$ cat src/rtl/register_writeback_queue_if.sv
// Bundles the producer, bank write port and forwarding lookup signals of the writeback queue.
// The master is the pipeline/bank environment. The slave is the queue itself.
interface register_writeback_queue_if #(
    parameter int DEPTH      = 4,
    parameter int ADDR_WIDTH = 5,
    parameter int DATA_WIDTH = 64
);
    localparam int CW = $clog2(DEPTH) + 1;

    logic                  in_valid;
    logic                  in_ready;
    logic [ADDR_WIDTH-1:0] in_address;
    logic [DATA_WIDTH-1:0] in_data;

    logic                  bank_stall;
    logic                  bank_write;
    logic [ADDR_WIDTH-1:0] bank_address;
    logic [DATA_WIDTH-1:0] bank_data;

    logic [ADDR_WIDTH-1:0] lookup_address_1;
    logic [ADDR_WIDTH-1:0] lookup_address_2;
    logic                  lookup_hit_1;
    logic                  lookup_hit_2;
    logic [DATA_WIDTH-1:0] lookup_data_1;
    logic [DATA_WIDTH-1:0] lookup_data_2;

    logic [CW-1:0]         occupancy;

    modport master (
        output in_valid, in_address, in_data, bank_stall, lookup_address_1, lookup_address_2,
        input  in_ready, bank_write, bank_address, bank_data,
        input  lookup_hit_1, lookup_hit_2, lookup_data_1, lookup_data_2, occupancy
    );

    modport slave (
        input  in_valid, in_address, in_data, bank_stall, lookup_address_1, lookup_address_2,
        output in_ready, bank_write, bank_address, bank_data,
        output lookup_hit_1, lookup_hit_2, lookup_data_1, lookup_data_2, occupancy
    );
endinterface

$ cat src/rtl/register_writeback_queue.sv
// Purpose: FIFO of pending register writes feeding the bank write port, with forwarding lookup (WRITEBACK_BYPASS_EN).
// Latency: an entry accepted into an empty queue is presented to the bank on the next cycle.
// Backpressure: in_ready = not-full (registered count only); bank_stall holds the head entry.
module register_writeback_queue #(
    parameter int DEPTH      = 4,
    parameter int ADDR_WIDTH = 5,
    parameter int DATA_WIDTH = 64
) (
    input logic                        clock,
    input logic                        reset_n,
    register_writeback_queue_if.slave  bus
);
    localparam int PW = (DEPTH > 1) ? $clog2(DEPTH) : 1;
    localparam int CW = $clog2(DEPTH) + 1;
    localparam logic [ADDR_WIDTH-1:0] XZR = ADDR_WIDTH'(31);

    logic [ADDR_WIDTH-1:0] addr_q [DEPTH];
    logic [DATA_WIDTH-1:0] data_q [DEPTH];
    logic [PW-1:0]         head;
    logic [PW-1:0]         tail;
    logic [CW-1:0]         count;

    logic accept;
    logic push;
    logic drain;

    assign bus.in_ready     = (count != CW'(DEPTH));
    assign accept           = bus.in_valid && bus.in_ready;
    assign push             = accept && (bus.in_address != XZR);
    assign drain            = (count != '0) && !bus.bank_stall;
    assign bus.bank_write   = drain;
    assign bus.bank_address = addr_q[head];
    assign bus.bank_data    = data_q[head];
    assign bus.occupancy    = count;

    always_ff @(posedge clock or negedge reset_n) begin
        if (!reset_n) begin
            head  <= '0;
            tail  <= '0;
            count <= '0;
        end else begin
            if (push)
                tail <= tail + PW'(1);
            if (drain)
                head <= head + PW'(1);
            count <= count + CW'(push) - CW'(drain);
        end
    end

    // Entry payload carries no reset; count alone decides which slots are live.
    always_ff @(posedge clock) begin
        if (push) begin
            addr_q[tail] <= bus.in_address;
            data_q[tail] <= bus.in_data;
        end
    end

`ifdef WRITEBACK_BYPASS_EN
    logic                  hit_1;
    logic                  hit_2;
    logic [DATA_WIDTH-1:0] fwd_1;
    logic [DATA_WIDTH-1:0] fwd_2;
    logic [PW-1:0]         idx;

    // Walk oldest to youngest so a later match overrides an earlier one.
    always_comb begin
        hit_1 = 1'b0;
        hit_2 = 1'b0;
        fwd_1 = '0;
        fwd_2 = '0;
        idx   = head;
        for (int k = 0; k < DEPTH; k++) begin
            idx = head + PW'(k);
            if (CW'(k) < count) begin
                if (addr_q[idx] == bus.lookup_address_1 && bus.lookup_address_1 != XZR) begin
                    hit_1 = 1'b1;
                    fwd_1 = data_q[idx];
                end
                if (addr_q[idx] == bus.lookup_address_2 && bus.lookup_address_2 != XZR) begin
                    hit_2 = 1'b1;
                    fwd_2 = data_q[idx];
                end
            end
        end
    end

    assign bus.lookup_hit_1  = hit_1;
    assign bus.lookup_hit_2  = hit_2;
    assign bus.lookup_data_1 = fwd_1;
    assign bus.lookup_data_2 = fwd_2;
`else
    logic unused_lookup;

    assign unused_lookup     = ^{bus.lookup_address_1, bus.lookup_address_2};
    assign bus.lookup_hit_1  = 1'b0;
    assign bus.lookup_hit_2  = 1'b0;
    assign bus.lookup_data_1 = '0;
    assign bus.lookup_data_2 = '0;
`endif
endmodule
$ cat src/flat_wrapper.sv
// flat-port wrapper written by rule: the top's interface ports become plain ports
module register_writeback_queue_flat 
#(
    parameter int DEPTH      = 4,
    parameter int ADDR_WIDTH = 5,
    parameter int DATA_WIDTH = 64
)
  (clock, reset_n, bus_in_valid, bus_in_address, bus_in_data, bus_bank_stall, bus_lookup_address_1, bus_lookup_address_2, bus_in_ready, bus_bank_write, bus_bank_address, bus_bank_data, bus_lookup_hit_1, bus_lookup_hit_2, bus_lookup_data_1, bus_lookup_data_2, bus_occupancy);
  register_writeback_queue_if #(.DEPTH(DEPTH), .ADDR_WIDTH(ADDR_WIDTH), .DATA_WIDTH(DATA_WIDTH)) bus_i ();
  input logic clock;
  input logic reset_n;
  input wire logic [$bits(bus_i.in_valid)-1:0] bus_in_valid;
  input wire logic [$bits(bus_i.in_address)-1:0] bus_in_address;
  input wire logic [$bits(bus_i.in_data)-1:0] bus_in_data;
  input wire logic [$bits(bus_i.bank_stall)-1:0] bus_bank_stall;
  input wire logic [$bits(bus_i.lookup_address_1)-1:0] bus_lookup_address_1;
  input wire logic [$bits(bus_i.lookup_address_2)-1:0] bus_lookup_address_2;
  output wire logic [$bits(bus_i.in_ready)-1:0] bus_in_ready;
  output wire logic [$bits(bus_i.bank_write)-1:0] bus_bank_write;
  output wire logic [$bits(bus_i.bank_address)-1:0] bus_bank_address;
  output wire logic [$bits(bus_i.bank_data)-1:0] bus_bank_data;
  output wire logic [$bits(bus_i.lookup_hit_1)-1:0] bus_lookup_hit_1;
  output wire logic [$bits(bus_i.lookup_hit_2)-1:0] bus_lookup_hit_2;
  output wire logic [$bits(bus_i.lookup_data_1)-1:0] bus_lookup_data_1;
  output wire logic [$bits(bus_i.lookup_data_2)-1:0] bus_lookup_data_2;
  output wire logic [$bits(bus_i.occupancy)-1:0] bus_occupancy;
  assign bus_i.in_valid = bus_in_valid;
  assign bus_i.in_address = bus_in_address;
  assign bus_i.in_data = bus_in_data;
  assign bus_i.bank_stall = bus_bank_stall;
  assign bus_i.lookup_address_1 = bus_lookup_address_1;
  assign bus_i.lookup_address_2 = bus_lookup_address_2;
  assign bus_in_ready = bus_i.in_ready;
  assign bus_bank_write = bus_i.bank_write;
  assign bus_bank_address = bus_i.bank_address;
  assign bus_bank_data = bus_i.bank_data;
  assign bus_lookup_hit_1 = bus_i.lookup_hit_1;
  assign bus_lookup_hit_2 = bus_i.lookup_hit_2;
  assign bus_lookup_data_1 = bus_i.lookup_data_1;
  assign bus_lookup_data_2 = bus_i.lookup_data_2;
  assign bus_occupancy = bus_i.occupancy;
  register_writeback_queue #(.DEPTH(DEPTH), .ADDR_WIDTH(ADDR_WIDTH), .DATA_WIDTH(DATA_WIDTH)) u_core (.clock(clock), .reset_n(reset_n), .bus(bus_i));
endmodule
$ cat config.mk
export PLATFORM = sky130hd
export DESIGN_NAME = register_writeback_queue_flat
export DESIGN_NICKNAME = d
export VERILOG_FILES = /design/src/rtl/register_writeback_queue_if.sv /design/src/rtl/register_writeback_queue.sv /design/src/flat_wrapper.sv
export SDC_FILE = /design/constraint.sdc
export NUM_CORES = 1
export LEC_CHECK = 0
export ABC_AREA = 1
export ABC_CLOCK_PERIOD_IN_PS = 13100
export CAP_MARGIN = 20
export CORE_MARGIN = 4
export CORE_UTILIZATION = 53
export DETAILED_ROUTE_END_ITERATION = 12
export PLACE_DENSITY = 0.85
export SLEW_MARGIN = 20
export SYNTH_ARGS = -nofsm -noshare
export SYNTH_HDL_FRONTEND = slang
export SYNTH_SLANG_ARGS = --single-unit
$ cat constraint.sdc
create_clock -name clock -period 13.1 [get_ports clock]
set_input_delay 1.965 -clock clock [delete_from_list [all_inputs] [get_ports clock]]
set_output_delay 1.965 -clock clock [all_outputs]
set_load 0.005 [all_outputs]
==> results.yml, run 1 <==
routing:
  num_vias: 6659
  drc_errors: 0
  first_pass_iters: 5
  wl_per_cell_um: 17.90
  wirelength_mm: 23.17
  drt_iter0_drc: 526
  ant_nets: 0
  drt-vias-per-instance: 5.146
hold_path:
  holdPathEnd: "u_core.tail[1]$_DFFE_PN0P_"
  min_path_type: "reg -> reg"
  whs_path_depth: 2
  worstHoldStart: "u_core.tail[1]$_DFFE_PN0P_"
critical_path:
  critPathMaxStageDelay_ns: 0.73
  path_cells: "inv_4 -> buf_4 -> nor2_1 -> o22ai_1 -> clkdlybuf4s50_1"
  r2r_cells: 5
  cp_max_fo: 74
  r2r_setup_slack_ns: 10.08
  worstPathArrival_ns: 3.60
  startpoint_type: "register"
  worstPathRequired_ns: 11.14
  crit_type: "reg -> out"
  r2r_end: "u_core.data_q[1][38]$_DFFE_PP_"
  cp_slowest_cell: "buf_4"
  end_kind: "output pin"
  timing.rr.start: "u_core.bus.occupancy[1]$_DFF_PN0_"
floorplan:
  die_h_um: 156.4
  rows: 54
  core_area_um2: 21760
  ios: 287
  die-area_um2: 24470
  die_x_um: 156.4
  start_util: 0.5367
sta:
  rsz0062_at_grt: "false"
  worst_pin_slew_ns: 1.026
  max_freq_ghz: 0.1796
  slew_headroom: 0.3147
  fin_crit_sh: 0.4250
  final-hold-violation-count: 0
  period_needed_ns: 5.567
  clock_skew_ns: 0.007204
  setup_viol: 0
  finalSetupTns_ns: 0
  slew_violations: 0
placement:
  postPlaceCellArea_um2: 12830
  gp_congestion: 0.7108
  dp_hpwl_mm: 13.54
  io_buffers: 146
cells_and_area:
  drive_above_1_share: 0.06805
  fillers: 1549
  nNetsFinal: 1082
  fin_area_um2: 13810
  antenna_cells: 0
  area_growth_syn_to_layout_pct: 18.25
synth:
  yosys_register_bits: 283
  synth_seq_area_share: 0.7248
  yosys_warnings: 0
  synth.avg_cell_area_um2: 13.69
  synth_area_leaders: "edfxtp_1 71%, buf_4 9.1%, nor2_1 4.6%"
  syn_area_um2: 11680
  synth_cell_types: 21
  netlist_instances: 853
  synth_top_area_share: 0.7098
  synth_top_cell_by_area: "edfxtp_1"
global_routing:
  grt_pass1_vias: 6652
  grt_start_max_net_pins: 81
  grt-ovfl-total: 0
  grt_pass1_wl_mm: 35.33
  antenna_found_initial: 0
  grt_usage: 0.1821
clocking:
  path_clk_slew_ns: 0.06
  cts_tree: "done"
  h-tree-depth: 1
  worstSkewPairLatency_ns: 0.53
  clock_sinks: 283
  hold_buffers: 0
  ctsResizeCount: 0
  clock_path_buffers: 3
  post-cts-setup-buffers: 0
  cts_made_buffers: 28
  cts_root_buf: "clkbuf_16"
power_and_ir_drop:
  peakVddDrop_v: 0.0001937
  leakagePower_nw: 4.835
  powerDensity_nw_per_um2: 228.7
  power_mw: 3.157
outcome:
  status: "completed"
flow_run:
  cap_violations: 0
==> logic make-up after synthesis <==
group,share of synthesized area
simple gates,0.05144
flops,0.7248
xor+xnor,0.002251
other cells,0.0003212
fa+ha+maj,0.008144
buf+inv,0.1112
compound gates,0.1018
==> sequential cells by signal, indices dropped and copies added (netlist names) <==
register and cells:
u_core.addr_q 20, u_core.tail 2, u_core.bus.occupancy 3, u_core.head 2, u_core.data_q 256
==> per-layer routing <==
| metal | part of all wire | vias to the layer above | wire, um | track usage |
|---|---|---|---|---|
| met5 | 0 | - | 0 | 0 |
| met4 | 0.016 | 0 | 365 | 0.04628 |
| met3 | 0.080 | 33 | 1847 | 0.03982 |
| met2 | 0.52 | 288 | 11960 | 0.3285 |
| met1 | 0.39 | 3221 | 8996 | 0.2235 |
| li1 | - | 3117 | - | - |
==> synthesized netlist by cell type <==
cell,number
edfxtp_1,276
nor2_1,144
buf_4,142
o21ai_0,108
o22ai_1,60
o21ai_1,31
clkbuf_1,18
inv_1,15
nand2_1,12
buf_2,9
o22ai_2,9
dfrtp_1,7
ha_1,6
buf_6,5
nand3_1,3
inv_2,2
xnor2_1,2
a21oi_1,1
conb_1,1
fa_1,1
xor2_1,1
==> critical path, delay by kind of cell, from the launching register on <==
kind                   cells  cell delay [ns]
and+or+nand+nor            1             0.13
DFF                        1             0.70
AOI/OAI and AO/OA          1             0.26
buffers and inverters      3             1.85
==> metrics by stage <==
stage / setup slack [ns] / utilization / instances / hold WS [ns]
floorplan: 7.370 / - / 982 / 0.4923
global placement: 7.996 / 0.5899 / 1242 / 0.5151
detailed placement: 7.992 / 0.5899 / 1242 / 0.5232
CTS: 7.539 / 0.6346 / 1294 / 0.5404
global route: 7.325 / 0.6346 / 1294 / 0.5692
finish: 7.533 / 0.6346 / 1294 / 0.5379
==> placed cells by master (no fill, tap or decap), types with 12 or more instances in the layout <==
cell | netlist | final
o21ai_0 | 108 | 108
edfxtp_1 | 276 | 276
clkdlybuf4s50_1 | 0 | 146
nor2_1 | 144 | 140
nand2_1 | 12 | 12
inv_1 | 15 | 15
o22ai_1 | 60 | 60
conb_1 | 1 | 130
o21ai_1 | 31 | 31
clkbuf_16 | 0 | 29
==> where the power goes <==
part / internal [mW] / leakage (nW) / total [mW] / switching, mW
Clock: 0.502 / 0.473 / 0.829 / 0.327
Combinational: 0.477 / 1.75 / 1.07 / 0.591
Sequential: 1.19 / 2.61 / 1.26 / 0.0703
Total: 2.17 / 4.83 / 3.16 / 0.989
==> worst max path at each step <==
stage | startpoint | endpoint | slack (ns) | depth (start not counted)
final | u_core.head[0]$_DFFE_PN0P_ | bus_bank_data[56] | 7.53 | 5
after global routing | u_core.head[0]$_DFFE_PN0P_ | bus_bank_data[54] | 7.32 | 5
after global placement | bus_bank_stall | bus_bank_write | 8.00 | 5
after detailed placement | bus_bank_stall | bus_bank_write | 7.99 | 5
after floorplan | bus_in_valid | u_core.addr_q[0][0]$_DFFE_PP_ | 7.37 | 4
after CTS | u_core.head[0]$_DFFE_PN0P_ | bus_bank_data[56] | 7.54 | 5
==> cell type report <==
class / count / area (um2) / share of cell area
flip-flops and latches: 283 / 8468 / 0.6133
multi-input cells: 508 / 2429 / 0.1759
clock inverters: 22 / 242.7 / 0.01758
repair buffers: 154 / 1521 / 0.1102
inverters: 17 / 66.31 / 0.004803
well taps: 280 / 350.3 / 0.02537
clock buffers: 30 / 729.5 / 0.05283
(Power assumes the default switching activity.)
==> inputs of run 2 (changes only) <==
--- a/config.mk
+++ b/config.mk
@@ -6,12 +6,12 @@
 export NUM_CORES = 1
 export LEC_CHECK = 0
 export ABC_AREA = 1
-export ABC_CLOCK_PERIOD_IN_PS = 13100
+export ABC_CLOCK_PERIOD_IN_PS = 5400
 export CAP_MARGIN = 20
 export CORE_MARGIN = 4
-export CORE_UTILIZATION = 53
+export CORE_UTILIZATION = 50
 export DETAILED_ROUTE_END_ITERATION = 12
-export PLACE_DENSITY = 0.85
+export PLACE_DENSITY = 0.81
 export SLEW_MARGIN = 20
 export SYNTH_ARGS = -nofsm -noshare
 export SYNTH_HDL_FRONTEND = slang
==> constraint.sdc (replaced) <==
create_clock -name clock -period 5.4 [get_ports clock]
set_input_delay 0.81 -clock clock [delete_from_list [all_inputs] [get_ports clock]]
set_output_delay 0.81 -clock clock [all_outputs]
set_load 0.005 [all_outputs]
==> results.yml, run 2 (synthesized netlist as in run 1, its figures left out) <==
floorplan:
  die_h_um: 160.8
  ios: 287
  die_x_um: 160.8
  start_util: 0.5126
  die-area_um2: 25860
  core_area_um2: 22780
  rows: 55
sta:
  setup_viol: 0
  holdWs_ns: 0.5435
  slew_headroom: 0.3143
  slew_violations: 0
  setup_ws_ns: 1.343
  rsz0062_at_grt: "false"
  fin_crit_sh: 0.7513
  clock_skew_ns: 0.01051
  period_needed_ns: 4.057
  finalSetupTns_ns: 0
  worst_pin_slew_ns: 1.026
  final-hold-violation-count: 0
  max_freq_ghz: 0.2465
routing:
  num_vias: 6664
  drt-vias-per-instance: 5.022
  wl_per_cell_um: 17.20
  drc_errors: 0
  first_pass_iters: 5
  drt_iter0_drc: 362
  ant_nets: 0
  wirelength_mm: 22.82
cells_and_area:
  final_cell_mix: "276 x edfxtp_1, 146 x clkdlybuf4s50_1, 140 x nor2_1, 130 x conb_1, 108 x o21ai_0"
  top_register: "u_core.data_q"
  antenna_cells: 0
  fin_area_um2: 13860
  nNetsFinal: 1083
  instances_no_fill: 1327
  drive_above_1_share: 0.06114
  largest_reg_flops: 256
  final_common_cell: "edfxtp_1"
  area_growth_syn_to_layout_pct: 18.67
  post-route-util: 0.6083
power_and_ir_drop:
  leakagePower_nw: 4.817
  seq_power_share: 0.407
  peakVddDrop_v: 0.0004255
  power_mw: 7.539
  clockPowerShare: 0.246
  p_int_mw: 5.194
  combPwrFrac: 0.348
  switchingPower_mw: 2.345
  powerDensity_nw_per_um2: 544.1
  swShare: 0.3111
critical_path:
  r2r_setup_slack_ns: 2.69
  startpoint_type: "register"
  end_kind: "output pin"
  path_cells: "inv_4 -> buf_12 -> nor2_1 -> o22ai_1 -> clkdlybuf4s50_1"
  crit_type: "reg -> out"
  cp_max_fo: 81
  crit_buf_inv: 3
  r2r_end: "u_core.data_q[2][33]$_DFFE_PP_"
  cp_slowest_cell: "dfrtp_4"
  cp-startpoint: "u_core.head[0]$_DFFE_PN0P_"
  endpoint: "bus_bank_data[40]"
  r2r_cells: 5
  worstPathArrival_ns: 3.25
  timing.rr.start: "u_core.bus.occupancy[1]$_DFF_PN0_"
  critPathMaxStageDelay_ns: 0.77
  worstPathRequired_ns: 4.59
  cp.depth: 5
  path_delay_family: "buffers and inverters"
clocking:
  worstSkewPairLatency_ns: 0.52
  post-cts-setup-buffers: 0
  cts_root_buf: "clkbuf_16"
  clock_path_buffers: 3
  cts_tree: "done"
  ctsResizeCount: 0
  path_clk_slew_ns: 0.06
  clock_sinks: 283
  hold_buffers: 0
  h-tree-depth: 1
  cts_made_buffers: 28
global_routing:
  grt-ovfl-total: 0
  grt_start_max_net_pins: 82
  grt_pass1_vias: 6668
  antenna_found_initial: 1
  grt_usage: 0.1690
  grt_pass1_wl_mm: 35.02
hold_path:
  min_path_type: "in -> async"
placement:
  dp_slack_ns: 1.831
  postPlaceCellArea_um2: 12940
  io_buffers: 146
  gp_congestion: 0.7094
  dp_cells: 1275
  dp_hpwl_mm: 13.45
flow_run:
  cap_violations: 0
outcome:
  status: "completed"
run 2: changes by cell type in the layout (fill, tap and decap cells not counted):
cell       delta
bufinv_16     -2
clkinv_1      +4
buf_4         -5
clkbuf_1      +3
clkinv_2      -3
buf_12        +6
inv_6         -2
clkinv_4      -1
run 2: final cells by class:
cell class	instances	area, um2
sequential	283	8468
fill	1695	8922
clock buffer	33	740.7
tap	313	391.6
timing repair buffer	155	1604
multi-input combinational	508	2429
clock inverter	18	156.4
inverter	17	66.31
run 2: layer usage:
metal | vias up | track usage | share of wire
met4 | 2 | 0.05002 | 0.018
met5 | - | 0 | 0.00031
li1 | 3125 | - | -
met3 | 38 | 0.03849 | 0.090
met1 | 3181 | 0.2063 | 0.39
met2 | 318 | 0.3014 | 0.50
run 2: worst min-delay path by stage:
stage,startpoint,to,slack (ns),depth (start not counted)
6_report,reset_n,u_core.bus.occupancy[0]$_DFF_PN0_,0.54,1
2_1_floorplan,u_core.tail[1]$_DFFE_PN0P_,u_core.tail[1]$_DFFE_PN0P_,0.49,2
3_5_place_dp,u_core.tail[0]$_DFFE_PN0P_,u_core.tail[0]$_DFFE_PN0P_,0.53,2
5_1_grt,reset_n,u_core.bus.occupancy[0]$_DFF_PN0_,0.54,1
3_3_place_gp,u_core.tail[1]$_DFFE_PN0P_,u_core.tail[1]$_DFFE_PN0P_,0.51,2
4_1_cts,reset_n,u_core.bus.occupancy[2]$_DFF_PN0_,0.53,1
run 2: worst reg2reg max path: stages (launching register included):
cell	delay (ns)
dfrtp_1	0.44
nor2_1	0.10
a21oi_1	0.22
nand2_1	0.33
nor2_4	0.88
buf_12	0.37
run 2: power groups by stage:
stage | Combinational, mW | Sequential, mW | Clock (mW)
finish | 2.62 | 3.07 | 1.85
global route | 2.88 | 3.11 | 1.99
CTS | 2.66 | 3.07 | 1.89
detailed placement | 2.63 | 3.12 | 0
global placement | 2.58 | 3.10 | 0
floorplan | 1.47 | 3.05 | 0
==> RTL change, RTL diff (flow settings as in run 2) <==
`DEPTH` is set to 4 in 3 places; all go to 2.
--- a/src/rtl/register_writeback_queue_if.sv
+++ b/src/rtl/register_writeback_queue_if.sv
@@ -3,3 +3,3 @@
 interface register_writeback_queue_if #(
-    parameter int DEPTH      = 4,
+    parameter int DEPTH      = 2,
     parameter int ADDR_WIDTH = 5,
--- a/src/rtl/register_writeback_queue.sv
+++ b/src/rtl/register_writeback_queue.sv
@@ -4,3 +4,3 @@
 module register_writeback_queue #(
-    parameter int DEPTH      = 4,
+    parameter int DEPTH      = 2,
     parameter int ADDR_WIDTH = 5,
--- a/src/flat_wrapper.sv
+++ b/src/flat_wrapper.sv
@@ -3,3 +3,3 @@
 #(
-    parameter int DEPTH      = 4,
+    parameter int DEPTH      = 2,
     parameter int ADDR_WIDTH = 5,
Interface: changed (resized bus_occupancy); port bits go from 287 to 286. The function was not compared with the original's and may differ.
==> RTL change against run 2 <==
Area after synthesis fell by 46%; register-to-register slack improved by 0.41 ns; highest routed layer is now met4; sequential share of layout area decreased by 7.4 points; cell count down 36%; total power is 47% lower; synthesized cell count is 39% lower; design area decreased by 43%; sequential cell count shrank 141; routed wire length decreased by 48%; non-clock buffer count decreased by 7; critical endpoint is now bus_bank_address[2]; setup slack gained 1.0 ns; via count is 46% lower; largest power group unchanged.
==> RTL change: results (changes against run 2) <==
| Metric | Value |
|---|---|
| GR Util met3 | `6.13% (+2.3 points)` |
| Drt initial violations | `131 (-64%)` |
| M1 wire length | `4.36 mm (-52%)` |
| Placed cell count | `822 (-36%)` |
| Hpwl dp | `8.00 mm (-40%)` |
| Adder-Cell Fraction of Synth Area | `0.400% (-0.41 points)` |
| Met2 Use GR | `28.3% (-1.8 points)` |
| Post-layout nets | `758 (-30%)` |
| Vias in the first global route | `3581 (-46%)` |
| Wirelength per Cell | `13.8 um (-20%)` |
| Global Route Usage Sum | `15.9% (-0.98 points)` |
| Non-filler instance count after layout | `854 (-36%)` |
| Setup Skew | `0.00748 ns (-0.00302 ns)` |
| Reg2reg end | `u_core.data_q[1][55]$_DFFE_PP_` |
| Max FO, Critical Path | `69 (-15%)` |
| Proportion of layout cells with a drive suffix above 1 | `5.54% (-0.58 points)` |
| First-pass GRT wire length | `17.8 mm (-49%)` |
| Seq/Total Area, Yosys | `67.8% (-4.7 points)` |
| Reg2Reg Setup Slack | `3.10 ns (+0.41 ns)` |
| Largest net degree at the start of global routing | `71 (-13%)` |
| Antenna violations before repair | `0 (-1)` |
| FILL cells | `877 (-48%)` |
| Port-buffer cells | `145 (-0.68%)` |
| Yosys cell types | `16 (-24%)` |
| Syn Inst Count | `522 (-39%)` |
| Worst Tran Pin Value | `1.05 ns (+0.0288 ns)` |
| Synth area leaders | `edfxtp_1 66%, buf_4 16%, nand2_1 13%` |
| Compound-Gate Fraction of Synth Area | `0.240% (-9.9 points)` |
| Post-synth EDFFs | `138 (-50%)` |
| DRT Pass-1 Iters | `4 (-1)` |
| CTS Buffer Depth | `2 (-1)` |
| DR top layer | `met4` |
| Max reg flops | `128 (-50%)` |
| Status | `finished, final reports clean` |
| Static Leakage | `3.29 nW (-32%)` |
| WL met3 | `1.06 mm (-48%)` |
| H-tree lvl count | `4 (+3)` |
| XOR/XNOR Fraction of Synth Area | `0.420% (+0.19 points)` |
| Most frequent cells after synthesis | `214 x nand2_1, 138 x edfxtp_1, 136 x buf_4` |
| GPL Wtd Cong | `0.763 (+7.5%)` |
| Clock latency on the worst-skew pair | `0.40 ns (-0.12 ns)` |
| Cells on worst reg2reg path | `4 (-1)` |
| Maximum VDD drop | `0.413 mV (-2.8%)` |
| M1 GR Usage | `17.3% (-3.3 points)` |
| Mux share of post-synthesis cell area | `0% (unchanged)` |
[RTL change: how the worst max path moves through the flow]
stage / to / slack (ns) / from / cells after the start
after CTS: bus_bank_address[2] / 2.34 / u_core.head$_DFFE_PN0P_ / 4
final: bus_bank_address[2] / 2.39 / u_core.head$_DFFE_PN0P_ / 4
after global placement: u_core.data_q[0][14]$_DFFE_PP_ / 2.18 / bus_in_valid / 5
after detailed placement: u_core.data_q[0][29]$_DFFE_PP_ / 2.09 / bus_in_valid / 5
after global routing: bus_bank_address[2] / 2.25 / u_core.head$_DFFE_PN0P_ / 4
after floorplan: u_core.addr_q[1][0]$_DFFE_PP_ / 0.93 / bus_in_valid / 3
[RTL change: power breakdown]
| part | leakage (nW) | internal (W) | total, W | switching [W] |
|---|---|---|---|---|
| registers | 1.33 | 0.00150 | 0.00156 | 0.0000633 |
| clock network | 0.250 | 0.000593 | 0.00104 | 0.000446 |
| logic | 1.72 | 0.000662 | 0.00136 | 0.000696 |
[RTL change: stage by stage]
stage               power (W)  hold WS [ns]  setup slack, ns
floorplan             0.00228         0.442            0.933
global placement      0.00293         0.455             2.18
detailed placement    0.00296         0.471             2.09
CTS                   0.00401         0.545             2.34
global route          0.00421         0.565             2.25
finish                0.00396         0.531             2.39
[RTL change: worst max-delay path, cell delays in order, from the launching register on]
cell,delay [ns]
dfrtp_2,0.38
buf_4,0.59
nand2_1,0.14
nand2_1,0.13
clkdlybuf4s50_1,0.53
[RTL change: final cells by class]
class	instances	area, um2	share of cell area, %
inverter	10	41.3	0.522
tap	168	210	2.66
clock inverter	14	113	1.42
clock buffer	18	429	5.43
timing repair buffer	148	1490	18.8
sequential	142	4250	53.7
multi-input combinational	354	1380	17.4
